===== src/rtl/alu_seq.sv =====
// alu_seq: registered ALU with a C/S/Z/P flag register and valid/ready issue.
// Single-cycle ops write out/flags on the accept edge; out_valid pulses the
// following cycle. Build option ALU_MUL_EN turns op E into a WIDTH-cycle
// unsigned shift-add multiplier. Without it, op E passes a through and leaves
// the flags alone.
//
// state       | meaning
// ST_IDLE     | accepting; single-cycle ops complete on the accept edge
// ST_MUL_BUSY | shift-add multiply in progress, in_valid ignored
module alu_seq #(
  parameter int WIDTH = 8
) (
  input  logic             clk,
  input  logic             rst_n,
  input  logic             in_valid,
  output logic             in_ready,
  input  logic [WIDTH-1:0] a,
  input  logic [WIDTH-1:0] b,
  input  logic [3:0]       op,
  input  logic             use_ext_c,
  input  logic             cin,
  output logic [WIDTH-1:0] out,
  output logic [WIDTH-1:0] out_hi,
  output logic             out_valid,
  output logic             C,
  output logic             S,
  output logic             Z,
  output logic             P
);

  localparam logic [3:0] OP_ADD  = 4'h0;
  localparam logic [3:0] OP_ADC  = 4'h1;
  localparam logic [3:0] OP_SUB  = 4'h2;
  localparam logic [3:0] OP_SBB  = 4'h3;
  localparam logic [3:0] OP_AND  = 4'h4;
  localparam logic [3:0] OP_OR   = 4'h5;
  localparam logic [3:0] OP_XOR  = 4'h6;
  localparam logic [3:0] OP_NOT  = 4'h7;
  localparam logic [3:0] OP_SHL  = 4'h8;
  localparam logic [3:0] OP_SHR  = 4'h9;
  localparam logic [3:0] OP_ROL  = 4'hA;
  localparam logic [3:0] OP_ROR  = 4'hB;
  localparam logic [3:0] OP_INC  = 4'hC;
  localparam logic [3:0] OP_DEC  = 4'hD;
  localparam logic [3:0] OP_MUL  = 4'hE;
  localparam logic [3:0] OP_PASS = 4'hF;

  logic             carry_src;
  logic [WIDTH:0]   sum;
  logic [WIDTH-1:0] res;
  logic             c_res;
  logic             flags_wr;
  logic             single_wr;

  // Single-cycle result and carry; borrow falls out as the top bit of the
  // WIDTH+1-bit difference.
  always_comb begin
    carry_src = use_ext_c ? cin : C;
    sum       = '0;
    res       = '0;
    c_res     = 1'b0;
    flags_wr  = 1'b1;
    case (op)
      OP_ADD:  begin sum = {1'b0, a} + {1'b0, b}; res = sum[WIDTH-1:0]; c_res = sum[WIDTH]; end
      OP_ADC:  begin sum = {1'b0, a} + {1'b0, b} + {{WIDTH{1'b0}}, carry_src};
                     res = sum[WIDTH-1:0]; c_res = sum[WIDTH]; end
      OP_SUB:  begin sum = {1'b0, a} - {1'b0, b}; res = sum[WIDTH-1:0]; c_res = sum[WIDTH]; end
      OP_SBB:  begin sum = {1'b0, a} - {1'b0, b} - {{WIDTH{1'b0}}, carry_src};
                     res = sum[WIDTH-1:0]; c_res = sum[WIDTH]; end
      OP_AND:  res = a & b;
      OP_OR:   res = a | b;
      OP_XOR:  res = a ^ b;
      OP_NOT:  res = ~a;
      OP_SHL:  begin res = {a[WIDTH-2:0], 1'b0}; c_res = a[WIDTH-1]; end
      OP_SHR:  begin res = {1'b0, a[WIDTH-1:1]}; c_res = a[0]; end
      OP_ROL:  begin res = {a[WIDTH-2:0], carry_src}; c_res = a[WIDTH-1]; end
      OP_ROR:  begin res = {carry_src, a[WIDTH-1:1]}; c_res = a[0]; end
      OP_INC:  begin sum = {1'b0, a} + {{WIDTH{1'b0}}, 1'b1}; res = sum[WIDTH-1:0]; c_res = sum[WIDTH]; end
      OP_DEC:  begin sum = {1'b0, a} - {{WIDTH{1'b0}}, 1'b1}; res = sum[WIDTH-1:0]; c_res = sum[WIDTH]; end
      // Single-cycle op E (multiplier absent): pass a, flags untouched.
      OP_MUL:  begin res = a; flags_wr = 1'b0; end
      OP_PASS: res = b;
      default: res = '0;
    endcase
  end

`ifdef ALU_MUL_EN
  localparam int CNT_W = $clog2(WIDTH);
  localparam logic [0:0] ST_IDLE     = 1'b0;
  localparam logic [0:0] ST_MUL_BUSY = 1'b1;

  logic [0:0]         state;
  logic [CNT_W-1:0]   cnt;
  logic [WIDTH-1:0]   mcand;
  logic [2*WIDTH-1:0] prod;
  logic [2*WIDTH-1:0] prod_next;
  logic [WIDTH:0]     mul_sum;

  // One shift-add step: add multiplicand into the high half when the current
  // multiplier LSB (prod[0]) is set, then shift the whole product right.
  always_comb begin
    mul_sum   = {1'b0, prod[2*WIDTH-1:WIDTH]} + (prod[0] ? {1'b0, mcand} : {(WIDTH+1){1'b0}});
    prod_next = {mul_sum, prod[WIDTH-1:1]};
  end

  assign in_ready  = (state == ST_IDLE);
  assign single_wr = in_valid && in_ready && (op != OP_MUL);
`else
  assign in_ready  = 1'b1;
  assign single_wr = in_valid;
`endif

  // Result/flag registers, output strobe and multiplier sequencing.
  always_ff @(posedge clk) begin
    if (!rst_n) begin
      out       <= '0;
      out_hi    <= '0;
      out_valid <= 1'b0;
      C         <= 1'b0;
      S         <= 1'b0;
      Z         <= 1'b0;
      P         <= 1'b0;
`ifdef ALU_MUL_EN
      state     <= ST_IDLE;
      cnt       <= '0;
      mcand     <= '0;
      prod      <= '0;
`endif
    end else begin
      out_valid <= 1'b0;
      if (single_wr) begin
        out       <= res;
        out_hi    <= '0;
        out_valid <= 1'b1;
        if (flags_wr) begin
          C <= c_res;
          S <= res[WIDTH-1];
          Z <= (res == '0);
          P <= ~^res;
        end
      end
`ifdef ALU_MUL_EN
      if (state == ST_IDLE) begin
        if (in_valid && op == OP_MUL) begin
          state <= ST_MUL_BUSY;
          cnt   <= '0;
          mcand <= a;
          prod  <= {{WIDTH{1'b0}}, b};
        end
      end else begin
        prod <= prod_next;
        cnt  <= cnt + CNT_W'(1);
        if (cnt == CNT_W'(WIDTH-1)) begin
          out       <= prod_next[WIDTH-1:0];
          out_hi    <= prod_next[2*WIDTH-1:WIDTH];
          out_valid <= 1'b1;
          C         <= |prod_next[2*WIDTH-1:WIDTH];
          S         <= prod_next[WIDTH-1];
          Z         <= (prod_next == '0);
          P         <= ~^prod_next[WIDTH-1:0];
          state     <= ST_IDLE;
        end
      end
`endif
    end
  end

endmodule

===== config.mk =====
export PLATFORM = sky130hd
export DESIGN_NAME = alu_seq
export DESIGN_NICKNAME = d
export VERILOG_FILES = /design/src/rtl/alu_seq.sv
export SDC_FILE = /design/constraint.sdc
export NUM_CORES = 1
export LEC_CHECK = 0
export CORE_MARGIN = 2
export CORE_UTILIZATION = 51
export DETAILED_ROUTE_END_ITERATION = 7
export PLACE_DENSITY = 0.84
export SETUP_SLACK_MARGIN = 0.15
export SLEW_MARGIN = 10
export SYNTH_ARGS = -nofsm -noshare
export SYNTH_HDL_FRONTEND = slang
export SYNTH_SLANG_ARGS = --single-unit

===== constraint.sdc =====
create_clock -name clk -period 4.15 [get_ports clk]
set_input_delay 0.83 -clock clk [delete_from_list [all_inputs] [get_ports clk]]
set_output_delay 0.83 -clock clk [all_outputs]
set_load 0.1 [all_outputs]

; After elaboration in Yosys (flattened, before gate mapping)
; Cells that the tools add are included.
[totals]
regBits = 13
input_bits = 25
output_inout_bits = 22
elab_cells = 42
[classes]
add_sub_neg = 6
n_eq_ne = 15
muxes = 4
bitwise_logic = 5
reduce_logical = 6
[op_table]
columns = operator, n
row1 = case mux 8 bit (16 select lines), 1
row2 = equality test 4 bit (second input constant), 8
row3 = equality test 4 x 3 -> 1 bit (second input constant), 4
row4 = adder 8 x 1 -> 9 bit (second input constant), 1
row5 = adder 8 x 8 -> 9 bit, 1
row6 = adder 9 x 1 -> 9 bit, 1
row7 = subtractor 8 x 1 -> 9 bit (second input constant), 1
row8 = subtractor 8 x 8 -> 9 bit, 1
row9 = subtractor 9 x 1 -> 9 bit, 1
row10 = bitwise AND 8 bit, 1
row11 = equality test 4 x 2 -> 1 bit (second input constant), 2
row12 = logical NOT 8 bit, 1
row13 = NOT 8 bit, 1
row14 = bitwise OR 8 bit, 1
row15 = case mux 1 bit (8 select lines), 1
row16 = XNOR reduction 8 bit, 1
row17 = bitwise XOR 8 bit, 1
row18 = equality test 4 x 1 -> 1 bit (second input constant), 1
row19 = logical NOT 4 bit, 1
row20 = OR reduction 2 bit, 2
row21 = 2-to-1 mux 1 bit, 2
row22 = AND reduction 2 bit, 1
row23 = NOT 1 bit, 1

; Depth between registers and ports, before layout
[depth]
ltp_word = 4
depth_mapped = 18

; Least setup slack after synthesis
; Ideal clock, no wire load.
[synth_timing]
path_type = in2reg
startpoint = input port a[2]
endpoint = register P
setup_ps = 116
arrival_ps = 4030
t_required_ps = 4034
slack_ps = 4
cell_stages = 18
cell_sequence = clkbuf_1 > inv_1 > ha_1 > buf_6 > a21oi_1 > nand2_1 > xor2_1 > nand2_1 > or4b_1 > nand4_1 > o21ai_0 > or2_1 > ha_1 > xor2_1 > xnor2_1 > nor2_1 > a21oi_1 > nor2_1
[synth_via]
elab_chain_len = 4
elab_cells_between_ends = 12
[synth_rtl]
columns = element, line_no
row1 = start: declaration, 17  ; input logic [WIDTH-1:0] a,
row2 = subtractor 8 x 8 -> 9 bit / adder 8 x 8 -> 9 bit (equally long branches), n/a
row3 = subtractor 9 x 1 -> 9 bit / adder 9 x 1 -> 9 bit (equally long branches), "68, 65"
row4 = case mux 8 bit (16 select lines) *, 63  ; case (op)
row5 = XNOR reduction 8 bit *, 139  ; P <= ~^res;
row6 = end signal: assignment, 139
row7 = end: declaration, 28  ; output logic P
; Mark *: on every way between the ends. The rest lies on a longest branch, timed or not.
; A chain may end at the register's enable or synchronous reset.

; Final worst setup path
; Ends and elaborated chain as after synthesis.

==> results.json <==
{
  "die_w_um": 83.4,
  "seq_area_frac_synth": 0.0809,
  "crit_top_cell": "nor2_1",
  "path_class": "input port to flip-flop",
  "finalHoldViolations": 0,
  "grt-ovfl-total": 0,
  "hp-class": "flip-flop to flip-flop",
  "rows": 28,
  "slowest_stage": "ha_1",
  "synth.cell_area_mm2": 0.00322,
  "core_area_mm2": 0.00603,
  "cts-root-buf": "clkbuf_8",
  "wl_per_cell_um": 19.6,
  "antenna_cells": 0,
  "routabilityCongestion": 0.966,
  "cpPeakStageDelay_ns": 0.29,
  "top_layer_used": "met4",
  "peakVddDrop_uv": 406,
  "worst-path-buf-inv": 4,
  "insertion_delay_ns": 0.25,
  "via_per_inst": 6.34,
  "drt_iter0_drc": 403,
  "antenna_found_initial": 0,
  "vias": 4163,
  "htree_levels": 1,
  "cp_max_fo": 4,
  "worstMarginPinSlew_ns": 0.976,
  "cts.reportedPaths.clkPinSlew_ns": 0.06,
  "met1_length_um": 4980,
  "cts_buffers": 3,
  "mostFrequentLayoutCells": "buf_4, nand2_1, nor2_1",
  "fin_nets": 645,
  "place_hpwl_um": 9540,
  "async_reset_ff_frac": 0,
  "dieArea_mm2": 0.00696,
  "chipHeight_um": 83.4,
  "cts_tree": "built",
  "synth_cell_types": 71,
  "grt_pass1_vias": 4091,
  "io_pins": 47,
  "met3_length_um": 1180,
  "required_ns": 4.29,
  "crit_arrival_ns": 4.03,
  "setup_violations": 0,
  "yosysWarnings": 0,
  "end_kind": "flip-flop",
  "drcViolationCount": 0,
  "ant_nets": 0,
  "place_inst": 630,
  "crit_path_cell_trace": "dlygate4sd2_1 > inv_2 > ha_4 > nand2b_4 > buf_12 > a211oi_4 > nor3_2 > buf_4 > xnor2_4 > nor4_2 > o21a_1 > and4b_1 > or2_1 > ha_1 > xor2_1 > xnor2_1 > nor2_1 > a21oi_1 > nor2_1",
  "drt_wl_total_um": 12900,
  "syn_area_per_cell_um2": 7.25,
  "synth_seq_cells": 13,
  "drt_pass1_iterations": 5,
  "grt_usage": 0.353,
  "synth_cells": 444,
  "grt_pass1_wl_um": 20300,
  "holdWs_ns": 0.481,
  "synthFlopType": "dfxtp_1",
  "leakage_nw": 2.18,
  "max_slew_margin": 0.347,
  "io_buffers": 37,
  "fmax_mhz": 257,
  "syn2layout_area_growth_pct": 55.0,
  "powerDensity_mw_per_mm2": 230,
  "slew_viol_final": 0,
  "clock-sinks": 13,
  "rsz0062_at_grt": "yes",
  "status": "finished clean",
  "layout_commonest_cell": "buf_4",
  "fin_cells": 657,
  "met2_length_um": 6110,
  "period_minus_slack_ns": 3.89,
  "clockBufferDepth": 2,
  "grt_max_degree": 50,
  "cp_top_family": "simple AND/OR/NAND/NOR gates",
  "drive_above_1_share": 0.359,
  "synth-edff-count": 0,
  "start_util": 0.534,
  "p_total_mw": 1.15,
  "fin_skew_ns": 0.00194,
  "cap_violations": 0,
  "fin_crit_sh": 0.937,
  "place_area_mm2": 0.00434,
  "fin_area_mm2": 0.00499,
  "worstSetupStartpointType": "input port"
}
==> tightest hold or removal path: cells and delay by family (launching register included) <==
family,cells,cell delay (ns)
compound gates,1,0.06
simple gates,1,0.06
flops,1,0.31
==> flip-flops by register name, summed over array words and instances (netlist names) <==
name	flops
S	1
out_valid	1
out	8
Z	1
P	1
C	1
==> worst paths after layout <==
check / slack [ns] / cells after the start / to / from
hold reg to reg: 0.48 / 2 / out[3] / out[3]
setup / recovery: 0.26 / 19 / P / a[2]
hold / removal: 0.48 / 2 / out[3] / out[3]
setup reg to reg: 1.05 / 14 / P / C
==> synthesized netlist by cell type, types with 4 or more instances <==
cell type,n,area (µm²)
xor2_1,8,70.1
a32oi_1,4,35.0
xnor2_1,20,175
a22oi_1,6,45.0
a31oi_1,4,25.0
o21ai_0,18,90.1
inv_1,32,120
a21oi_1,25,125
nand2b_1,11,68.8
nand3_1,19,95.1
dfxtp_1,13,260
nor4_1,8,50.1
and2_1,4,25.0
a211oi_1,6,45.0
nand2_1,33,124
mux2i_1,8,80.1
o221ai_1,4,35.0
and3_1,10,62.6
a21o_1,5,37.5
nor2_1,27,101
a211o_1,4,35.0
nor3_1,10,50.1
o32ai_1,5,43.8
o21a_1,4,30.0
nand4_1,5,31.3
o21ai_1,5,25.0
a221oi_1,6,52.6
ha_1,35,438
buf_4,11,82.6
clkbuf_1,18,67.6
o22ai_1,5,31.3
buf_1,4,15.0
==> kinds of logic (layout without fill, tap and decap cells) <==
family	after synthesis	count (layout)	synth area share
simple gates	152	152	0.251
compound gates	132	132	0.306
buf+inv	69	200	0.0980
fa+ha+maj	37	37	0.149
xor+xnor	29	29	0.0813
flops	13	13	0.0809
mux	10	10	0.0319
other cells	2	9	0.00233
==> what timing repair did <==
item                                    in CTS  in global routing
hold buffers                                 0                  0
endpoints found under the setup margin       2                  2
gates resized for setup                     62                 53
pin swaps                                   28                 26
setup buffers                               17                  6
==> through the flow <==
stage / TNS [ns] / worst slack, ns / utilization
3_5_place_dp: -0.585 / -0.466 / 0.721
6_report: 0 / 0.260 / 0.828
4_1_cts: 0 / 0.152 / 0.789
3_3_place_gp: -0.475 / -0.422 / 0.721
5_1_grt: 0 / 0.0853 / 0.828
2_1_floorplan: 0 / 0.153 / -
==> per-layer routing <==
metal / vias to the layer above / global-route usage
li1: 1902 / -
met3: 55 / 0.0606
met2: 281 / 0.596
met1: 1925 / 0.435
met5: - / 0
met4: 0 / 0.161
==> final cells by class <==
type	instances	area, µm²
inverters	34	134
multi-input cells	369	3060
fillers	362	1040
repair buffers	162	1400
well taps	75	93.8
clock buffers	3	41.3
flip-flops and latches	13	260
clock inverters	1	5.00
==> where the power goes <==
| part | internal [mW] | total (mW) | switching (mW) |
|---|---|---|---|
| Combinational | 0.391 | 0.889 | 0.498 |
| Clock | 0.0665 | 0.114 | 0.0474 |
| Sequential | 0.138 | 0.145 | 0.00694 |
No activity file was read; power rests on OpenSTA's default activity.
